$ cat config.mk
export PLATFORM = sky130hd
export DESIGN_NAME = odometer_display
export DESIGN_NICKNAME = d
export VERILOG_FILES = /design/src/rtl/display_pkg.sv /design/src/rtl/seg7_decode.sv /design/src/rtl/odometer_display.sv
export SDC_FILE = /design/constraint.sdc
export NUM_CORES = 1
export LEC_CHECK = 0
export CAP_MARGIN = 5
export CORE_MARGIN = 3
export CORE_UTILIZATION = 60
export DETAILED_ROUTE_END_ITERATION = 7
export HOLD_SLACK_MARGIN = 0.03
export PLACE_DENSITY = 0.94
export SYNTH_ARGS = -nofsm -noshare
export SYNTH_HDL_FRONTEND = slang
export SYNTH_SLANG_ARGS = --single-unit
$ cat constraint.sdc
create_clock -name sys_clk -period 7.84 [get_ports sys_clk]
set_input_delay 2.352 -clock sys_clk [delete_from_list [all_inputs] [get_ports sys_clk]]
set_output_delay 2.352 -clock sys_clk [all_outputs]
set_load 0.01 [all_outputs]
$ cat src/rtl/display_pkg.sv
// Shared display constants: seven-segment patterns (a..g,dp on bits 7..0), motion bit indices,
// and the BCD odometer increment helper.
package display_pkg;

   localparam int unsigned MV_FWD   = 0;
   localparam int unsigned MV_BACK  = 1;
   localparam int unsigned MV_LEFT  = 2;
   localparam int unsigned MV_RIGHT = 3;

   localparam int unsigned DIGIT_W   = 4;
   localparam int unsigned ODO_DIGITS = 6;
   localparam int unsigned ODO_W     = DIGIT_W * ODO_DIGITS;
   localparam int unsigned SEG_W     = 8;

   localparam logic [SEG_W-1:0] SEG_BLANK = 8'h00;
   localparam logic [SEG_W-1:0] SEG_0 = 8'hFC;
   localparam logic [SEG_W-1:0] SEG_1 = 8'h60;
   localparam logic [SEG_W-1:0] SEG_2 = 8'hDA;
   localparam logic [SEG_W-1:0] SEG_3 = 8'hF2;
   localparam logic [SEG_W-1:0] SEG_4 = 8'h66;
   localparam logic [SEG_W-1:0] SEG_5 = 8'hB6;
   localparam logic [SEG_W-1:0] SEG_6 = 8'hBE;
   localparam logic [SEG_W-1:0] SEG_7 = 8'hE0;
   localparam logic [SEG_W-1:0] SEG_8 = 8'hFE;
   localparam logic [SEG_W-1:0] SEG_9 = 8'hF6;
   localparam logic [SEG_W-1:0] SEG_A = 8'hEE;
   localparam logic [SEG_W-1:0] SEG_B = 8'h3E;
   localparam logic [SEG_W-1:0] SEG_C = 8'h9C;
   localparam logic [SEG_W-1:0] SEG_D = 8'h7A;
   localparam logic [SEG_W-1:0] SEG_E = 8'h9E;
   localparam logic [SEG_W-1:0] SEG_F = 8'h8E;

   // Ripple-carry BCD +1; 999999 wraps to 000000.
   function automatic logic [ODO_W-1:0] bcd_inc(input logic [ODO_W-1:0] v);
      logic [ODO_W-1:0] r;
      logic             carry;
      r     = v;
      carry = 1'b1;
      for (int i = 0; i < int'(ODO_DIGITS); i++) begin
         if (carry) begin
            if (v[DIGIT_W*i +: DIGIT_W] == 4'd9) begin
               r[DIGIT_W*i +: DIGIT_W] = 4'd0;
            end else begin
               r[DIGIT_W*i +: DIGIT_W] = v[DIGIT_W*i +: DIGIT_W] + 4'd1;
               carry = 1'b0;
            end
         end
      end
      return r;
   endfunction

endpackage

$ cat src/rtl/seg7_decode.sv
// Combinational hex-to-seven-segment decoder with decimal point and blanking.
module seg7_decode
   import display_pkg::*;
(
   input  logic [DIGIT_W-1:0] i_value,
   input  logic               i_dp,
   input  logic               i_blank,
   output logic [SEG_W-1:0]   o_seg_c
);

   always_comb begin
      o_seg_c = SEG_BLANK;
      if (!i_blank) begin
         case (i_value)
            4'h0: o_seg_c = SEG_0;
            4'h1: o_seg_c = SEG_1;
            4'h2: o_seg_c = SEG_2;
            4'h3: o_seg_c = SEG_3;
            4'h4: o_seg_c = SEG_4;
            4'h5: o_seg_c = SEG_5;
            4'h6: o_seg_c = SEG_6;
            4'h7: o_seg_c = SEG_7;
            4'h8: o_seg_c = SEG_8;
            4'h9: o_seg_c = SEG_9;
            4'hA: o_seg_c = SEG_A;
            4'hB: o_seg_c = SEG_B;
            4'hC: o_seg_c = SEG_C;
            4'hD: o_seg_c = SEG_D;
            4'hE: o_seg_c = SEG_E;
            4'hF: o_seg_c = SEG_F;
         endcase
         o_seg_c[0] = i_dp;
      end
   end

endmodule

$ cat src/rtl/odometer_display.sv
// Six-digit BCD odometer driven by vehicle motion, shown with the global mode on an
// eight-digit, two-bus scanned seven-segment display.
module odometer_display
   import display_pkg::*;
#(
   parameter int unsigned UNIT_CYCLES = 10_000_000,
   parameter int unsigned SCAN_CYCLES = 100_000
)
(
   input  logic              sys_clk,
   input  logic              rst,
   input  logic              power,
   input  logic [1:0]        global_state,
   input  logic [3:0]        moving_state,
   input  logic              clear,
   output logic [ODO_W-1:0]  mileage,
   output logic [SEG_W-1:0]  seg1,
   output logic [SEG_W-1:0]  seg2,
   output logic [7:0]        an
);

   localparam int unsigned UW = (UNIT_CYCLES > 1) ? $clog2(UNIT_CYCLES) : 1;
   localparam int unsigned SW = (SCAN_CYCLES > 1) ? $clog2(SCAN_CYCLES) : 1;
   localparam logic [UW-1:0] UNIT_LAST = UW'(UNIT_CYCLES - 1);
   localparam logic [SW-1:0] SCAN_LAST = SW'(SCAN_CYCLES - 1);

   logic [UW-1:0]      r_sub;
   logic [SW-1:0]      r_scan_cnt;
   logic [1:0]         r_scan_idx;
   logic [ODO_W-1:0]   r_mileage;
   logic [SEG_W-1:0]   r_seg1;
   logic [SEG_W-1:0]   r_seg2;
   logic [7:0]         r_an;

   logic               w_moving;
   logic               w_turn_unused;
   logic [UW-1:0]      w_sub_nxt;
   logic [ODO_W-1:0]   w_mileage_nxt;
   logic [SW-1:0]      w_scan_cnt_nxt;
   logic [1:0]         w_scan_idx_nxt;
   logic [3:0]         w_sel;
   logic [DIGIT_W-1:0] w_val1;
   logic [DIGIT_W-1:0] w_val2;
   logic               w_blank1;
   logic               w_blank2;
   logic               w_dp1;
   logic [SEG_W-1:0]   w_seg1_c;
   logic [SEG_W-1:0]   w_seg2_c;

   // Opposing forward/backward requests cancel; turn requests never accumulate distance.
   assign w_moving      = power & (moving_state[MV_FWD] ^ moving_state[MV_BACK]);
   assign w_turn_unused = ^moving_state[MV_RIGHT:MV_LEFT];

   // Next-state for odometer, sub-tick and scan position.
   always_comb begin
      w_sub_nxt      = r_sub;
      w_mileage_nxt  = r_mileage;
      w_scan_cnt_nxt = '0;
      w_scan_idx_nxt = '0;
      if (clear) begin
         w_sub_nxt     = '0;
         w_mileage_nxt = '0;
      end else if (w_moving) begin
         if (r_sub == UNIT_LAST) begin
            w_sub_nxt     = '0;
            w_mileage_nxt = bcd_inc(r_mileage);
         end else begin
            w_sub_nxt = r_sub + UW'(1);
         end
      end
      if (power) begin
         if (r_scan_cnt == SCAN_LAST) begin
            w_scan_cnt_nxt = '0;
            w_scan_idx_nxt = r_scan_idx + 2'd1;
         end else begin
            w_scan_cnt_nxt = r_scan_cnt + SW'(1);
            w_scan_idx_nxt = r_scan_idx;
         end
      end
   end

   // Digit selection: bus 1 carries digits 0..3, bus 2 carries digits 4..7.
   always_comb begin
      w_val1   = r_mileage[3:0];
      w_val2   = '0;
      w_blank2 = 1'b1;
      case (r_scan_idx)
         2'd0: begin
            w_val1   = r_mileage[3:0];
            w_val2   = r_mileage[19:16];
            w_blank2 = (r_mileage[19:16] > 4'd9);
         end
         2'd1: begin
            w_val1   = r_mileage[7:4];
            w_val2   = r_mileage[23:20];
            w_blank2 = (r_mileage[23:20] > 4'd9);
         end
         2'd2: begin
            w_val1   = r_mileage[11:8];
            w_val2   = '0;
            w_blank2 = 1'b1;
         end
         default: begin
            w_val1   = r_mileage[15:12];
            w_val2   = {2'b00, global_state};
            w_blank2 = 1'b0;
         end
      endcase
   end

   assign w_blank1 = (w_val1 > 4'd9);
   assign w_dp1    = (r_scan_idx == 2'd1);
   assign w_sel    = 4'b0001 << r_scan_idx;

   seg7_decode u_dec1 (
      .i_value (w_val1),
      .i_dp    (w_dp1),
      .i_blank (w_blank1),
      .o_seg_c (w_seg1_c)
   );

   seg7_decode u_dec2 (
      .i_value (w_val2),
      .i_dp    (1'b0),
      .i_blank (w_blank2),
      .o_seg_c (w_seg2_c)
   );

   // State and registered display outputs; display is dark while unpowered.
   always_ff @(posedge sys_clk or negedge rst) begin
      if (!rst) begin
         r_sub      <= '0;
         r_mileage  <= '0;
         r_scan_cnt <= '0;
         r_scan_idx <= '0;
         r_seg1     <= '0;
         r_seg2     <= '0;
         r_an       <= '0;
      end else begin
         r_sub      <= w_sub_nxt;
         r_mileage  <= w_mileage_nxt;
         r_scan_cnt <= w_scan_cnt_nxt;
         r_scan_idx <= w_scan_idx_nxt;
         if (power) begin
            r_an   <= {w_sel, w_sel};
            r_seg1 <= w_seg1_c;
            r_seg2 <= w_seg2_c;
         end else begin
            r_an   <= '0;
            r_seg1 <= '0;
            r_seg2 <= '0;
         end
      end
   end

   assign mileage = r_mileage;
   assign seg1    = r_seg1;
   assign seg2    = r_seg2;
   assign an      = r_an;

endmodule

---- After elaboration in Yosys (flattened, before gate mapping) ----
Memory sizes are Yosys's and may differ from the RTL's.
Cells that the tools add are included.
operators by class
  add/sub/neg operators ................... 9
  order comparisons ....................... 3
  equality and inequality tests ........... 11
  shift operators ......................... 1
  muxes and demuxes ....................... 53
  bitwise logic cells ..................... 2
  reduce and logical (&&, ||, !) cells .... 14
operators with widths
  operator               number
  $mux 24                6
  $mux 4                 11
  $mux 8                 5
  $mux 17                2
  $add 24x1->24 const B  1
  $add 4x1->4 const B    6
  $eq 24x24->1 const B   1
  $eq 4x4->1 const B     6
  $mux 1                 24
  $pmux 4 s3             2
  $add 17x1->17 const B  1
  $eq 17x17->1 const B   1
  $reduce_and 3->1       5
  $reduce_bool 2->1      7
  $gt 4x4->1 const B     3
  $mux 2                 2
  $shl 1x2->4 const A    1
  $pmux 1 s3             1
  $add 2x1->2 const B    1
  $eq 2x1->1 const B     1
  $eq 2x2->1 const B     1
  $logic_not 2->1        1
  $ne 2x1->1 const B     1
  $reduce_and 2->1       1
  other kinds (2)        2
word-level totals
  flip-flop bits (word level) ............. 91
  memory bits (read-only) ................. 224
  input port bits ......................... 10
  output and inout port bits .............. 48
  logic and storage cells ................. 107
  memories kept ........................... 2
memory list
  memory           words  bits a word  read ports  clocked after memory_dff  wr ports  line               RTL
  (no name shown)  16     7            1           0                         0         seg7_decode.sv:14  case (i_value)
  (no name shown)  16     7            1           0                         0         seg7_decode.sv:14

---- Depth between registers and ports, before layout ----
  depth after elaboration ................. 25
  mapped depth ............................ 10
  mapped depth without buffers ............ 9

---- Hierarchy ----
From an unflattened synthesis, not the netlist that was laid out.
unflattened totals
  cells, all modules ...................... 553
  area total of the unflattened synthesis .. 5147.4 sq um
modules (own cells, without submodules)
  module                times used  cells each  area an instance (sq um)
  odometer_display      1           478         4595.7
  seg7_decode (u_dec1)  1           38          277.8
  seg7_decode (u_dec2)  1           37          274.0

---- Worst setup path before layout ----
No wires, ideal clock.
  path kind ............................... input-to-reg
  from .................................... in moving_state[1]
  to ...................................... reg r_mileage[19] (netlist: mileage[19])
  library setup time ...................... 0.076 ns
  data arrival time ....................... 3.979 ns
  path slack .............................. 3.785 ns
  stages on the path ...................... 6
  buffers on the path ..................... 1
  cells stage by stage .................... xor2_1 a21oi_2 or4_1 buf_2 or4_1 o21ai_1
on the way
  longest elaborated chain between the ends .. 4
RTL lines
  element                             line                     RTL
  start: declaration                  odometer_display.sv:14   input logic [3:0] moving_state,
  $xor 1x1->1                         odometer_display.sv:51   assign w_moving = power & (moving_state[MV_FWD] ^ moving_state[MV_BACK]);
  $and 1x1->1                         odometer_display.sv:51
  $reduce_bool 2->1 (no source line)  n/a
  $reduce_and 3->1 (no source line)   n/a
  end signal: assignment              odometer_display.sv:141  r_mileage <= w_mileage_nxt;
  end: declaration                    odometer_display.sv:30   logic [ODO_W-1:0] r_mileage;
No other way between the ends.
A chain may end at the register's enable or synchronous reset.

---- Worst setup path after layout ----
  from .................................... in power
  to ...................................... reg r_mileage[18] (netlist: mileage[18])
on the way
  longest elaborated chain between the ends .. 3
RTL lines
  element                             line                    RTL
  start: declaration                  odometer_display.sv:12  input logic power,
  $and 1x1->1                         odometer_display.sv:51
  $reduce_bool 2->1 (no source line)  n/a
  $reduce_and 3->1 (no source line)   n/a
No other way between the ends.

==> summary.md <==
| Metric | Value |
|---|---|
| Fin crit share | 0.591 |
| Cells on Worst Hold Path | 1 |
| Pwr Total | 0.887 mW |
| Global-route usage over all layers | 0.253 |
| Outcome | completed |
| Initial core utilization | 0.623 |
| Number of buffers and inverters on the critical path | 1 |
| HPWL after DPL | 8280 um |
| Clock buffer count from CTS | 9 |
| DR vias | 4469 |
| Grt ovf | 0 |
| Commonest cells post-synth | 86 x dfrtp_1, 61 x nor2_1, 46 x nand2_1, 27 x ha_1 |
| Hold Path End | r_scan_cnt[0]$_DFF_PN0_ |
| Synth area leaders | dfrtp_1 42%, ha_1 6.6%, nor2_1 4.5%, xnor2_1 3.4%, nand2_1 3.4% |
| Largest net degree at the start of global routing | 87 |
| Drt first pass iters | 5 |
| Crit-path leading delay family | simple AND/OR/NAND/NOR gates |
| IO Pins | 58 |
| Worst-Margin Slew | 1.05 ns |
| Die W | 98.6 um |
| Vias in the first global route | 4340 |
| Hold Crit Class | reg -> reg |
| CTS tree | done |
| Share of cells above drive strength 1 | 0.0562 |
| Core ar. | 8260 um2 |
| Clock-pin slew on the worst setup and hold paths | 0.08 ns |
| Crit-path slowest cell | clkdlybuf4s50_1 |
| Initial antenna violation count | 0 |
| CP Max Fanout | 14 |
| Clk_skew | 0.0124 ns |
| Post-layout min period | 4.63 ns |
| DRC violations left | 0 |
| Fin. max-slew vios | 0 |
| R2r startpoint | r_scan_idx[0]$_DFFE_PN0P_ |
| Post-route ant nets | 0 |
| Hold Vio Cnt, Final | 0 |
| Critical Path Sink Type | flop |
| CP Data Arrival Time | 4.92 ns |
| R2R Path End | seg2[4]$_DFF_PN0_ |
| Register area share after synthesis | 0.418 |
| Fin nets | 637 |
| Worst Reg2Reg Path Length in Cells | 8 |
| Avg WL per Cell | 16.9 um |
| ANT cells | 0 |
| Warnings, synthesis | 0 |
| Asr flop ratio synth | 1.00 |
| Worst EP required | 8.13 ns |
| Drt total wl | 12000 um |
| Vias per inst | 6.29 |
| Distinct cells, synth | 58 |
| Post-synth EDFFs | 0 |
| Worst Setup Path Type | in -> reg |
| Peak supply drop | 0.110 mV |
| Height of the die | 98.6 um |
| Drt initial violations | 379 |
| Area Growth Syn to Fin | 14.5% |
| PwrDens | 151 nW/um2 |
| Clock Latency Late Sink | 0.37 ns |
| Worst path max stage delay | 0.84 ns |
| Startpoint Class | input pin |
| Yosys top cell area share | 0.418 |
| CTS Buffer Depth | 2 |
| Gates resized, CTS repair | 0 |
| Leak Pwr | 2.44 nW |
| Clock sinks | 86 |
| CTS root buffer | clkbuf_8 |
| Prevailing post-synth register cell | dfrtp_1 |
| Synth Instances | 566 |
| RD Place Congestion | 0.931 |
| Hold Startpoint | r_scan_cnt[0]$_DFF_PN0_ |
| Max_cap viols | 0 |
| Setup TNS | 0 ns |
| H-tree levels | 3 |
| # rows | 33 |
| First-pass GRT wire length | 20300 um |
| Port bufs | 54 |
| Internal reg-to-reg setup slack | 4.84 ns |
| Slew margin rel. | 0.297 |
| RSZ-0062 raised after global routing | no |
| Most frequent CP cell | or4_1 |
| Fmax | 216 MHz |
| Most common cell in the netlist | dfrtp_1 |
| Die ar. | 9720 um2 |
| Post-CTS Hold Buffers | 0 |
| Worst-path cell chain | clkdlybuf4s50_1 > a21oi_2 > or4_1 > or4_1 > a21oi_1 |
| Final setup viols | 0 |
| Post-CTS setup buffers | 0 |
| Seq cells post-synth | 86 |
| Cell Area, Synth | 5140 um2 |
| Post-synth top area cell | dfrtp_1 |
| Synth Area per Inst | 9.09 um2 |
| Syn nets | 603 |
## report_power, final
group	internal (mW)	total, mW	switching [mW]	leakage [nW]
Combinational	0.0365	0.0840	0.0475	1.17
Clock	0.165	0.330	0.165	0.106
Sequential	0.456	0.473	0.0168	1.16
## flip-flops by register name (all words and copies together), names as in the netlist
signal,flops
seg1,8
mileage,24
r_scan_cnt,17
an,4
r_scan_idx,2
seg2,7
r_sub,24
## cells by family after synthesis
| logic type | Yosys count | share of synthesized area |
|---|---|---|
| fa+ha+maj | 27 | 0.0657 |
| simple gates | 239 | 0.241 |
| other cells | 1 | 0.000729 |
| flops | 86 | 0.418 |
| xor+xnor | 32 | 0.0545 |
| compound gates | 110 | 0.141 |
| mux | 13 | 0.0314 |
| buf+inv | 58 | 0.0469 |
## how the worst max path moves through the flow
stage                               start                      end  slack (ns)  cells past startpoint
after floorplan           moving_state[1]  mileage[19]$_DFFE_PN0P_        3.78                      6
after detailed placement            power  mileage[18]$_DFFE_PN0P_        2.94                      5
after CTS                           power  mileage[18]$_DFFE_PN0P_        3.28                      5
after global routing                power  mileage[19]$_DFFE_PN0P_        3.10                      5
after global placement              power  mileage[19]$_DFFE_PN0P_        3.01                      5
final                               power  mileage[18]$_DFFE_PN0P_        3.21                      5
## layout by cell type, fill, tap and decap left out, types with 20 or more instances in the layout
cell type,Yosys,final
a21oi_1,23,23
clkdlybuf4s50_1,0,53
dfrtp_1,86,86
ha_1,27,27
inv_1,24,24
nand2_1,46,46
nand3_1,26,26
nor2_1,61,61
o21ai_0,26,26
xnor2_1,20,20
## metrics by stage
| step | std cells | util | hold slack [ns] | setup slack (ns) | area (um2) |
|---|---|---|---|---|---|
| after floorplan | 566 | - | 0.453 | 3.78 | 5140 |
| after global placement | 694 | 0.688 | 0.472 | 3.01 | 5680 |
| after detailed placement | 694 | 0.688 | 0.477 | 2.94 | 5680 |
| after CTS | 710 | 0.713 | 0.489 | 3.28 | 5890 |
| after global routing | 710 | 0.713 | 0.522 | 3.10 | 5890 |
| final | 710 | 0.713 | 0.489 | 3.21 | 5890 |
## metal layers
metal	vias up	GRT usage	wire length, um
met1	2118	0.327	4850
met5	-	0	0
li1	2095	-	-
met4	0	0.125	346
met2	219	0.411	5880
met3	37	0.0460	886
## worst reg2reg max path, stage by stage, from the launching register on
cell and delay (ns):
dfrtp_1 0.43, inv_1 0.14, ha_1 0.45, a22oi_1 0.16, o21ai_0 0.63, inv_1 0.23, ha_1 0.32, mux4_2 0.48
nor2_1 0.09
## area by class of cell
| cell class | count | area (um2) |
|---|---|---|
| tap | 105 | 131 |
| clock inverter | 5 | 56.3 |
| sequential | 86 | 2150 |
| multi-input combinational | 422 | 2750 |
| fill | 593 | 2370 |
| timing repair buffer | 56 | 553 |
| clock buffer | 11 | 151 |
| inverter | 25 | 93.8 |
Power figures use the tool's default switching activity.
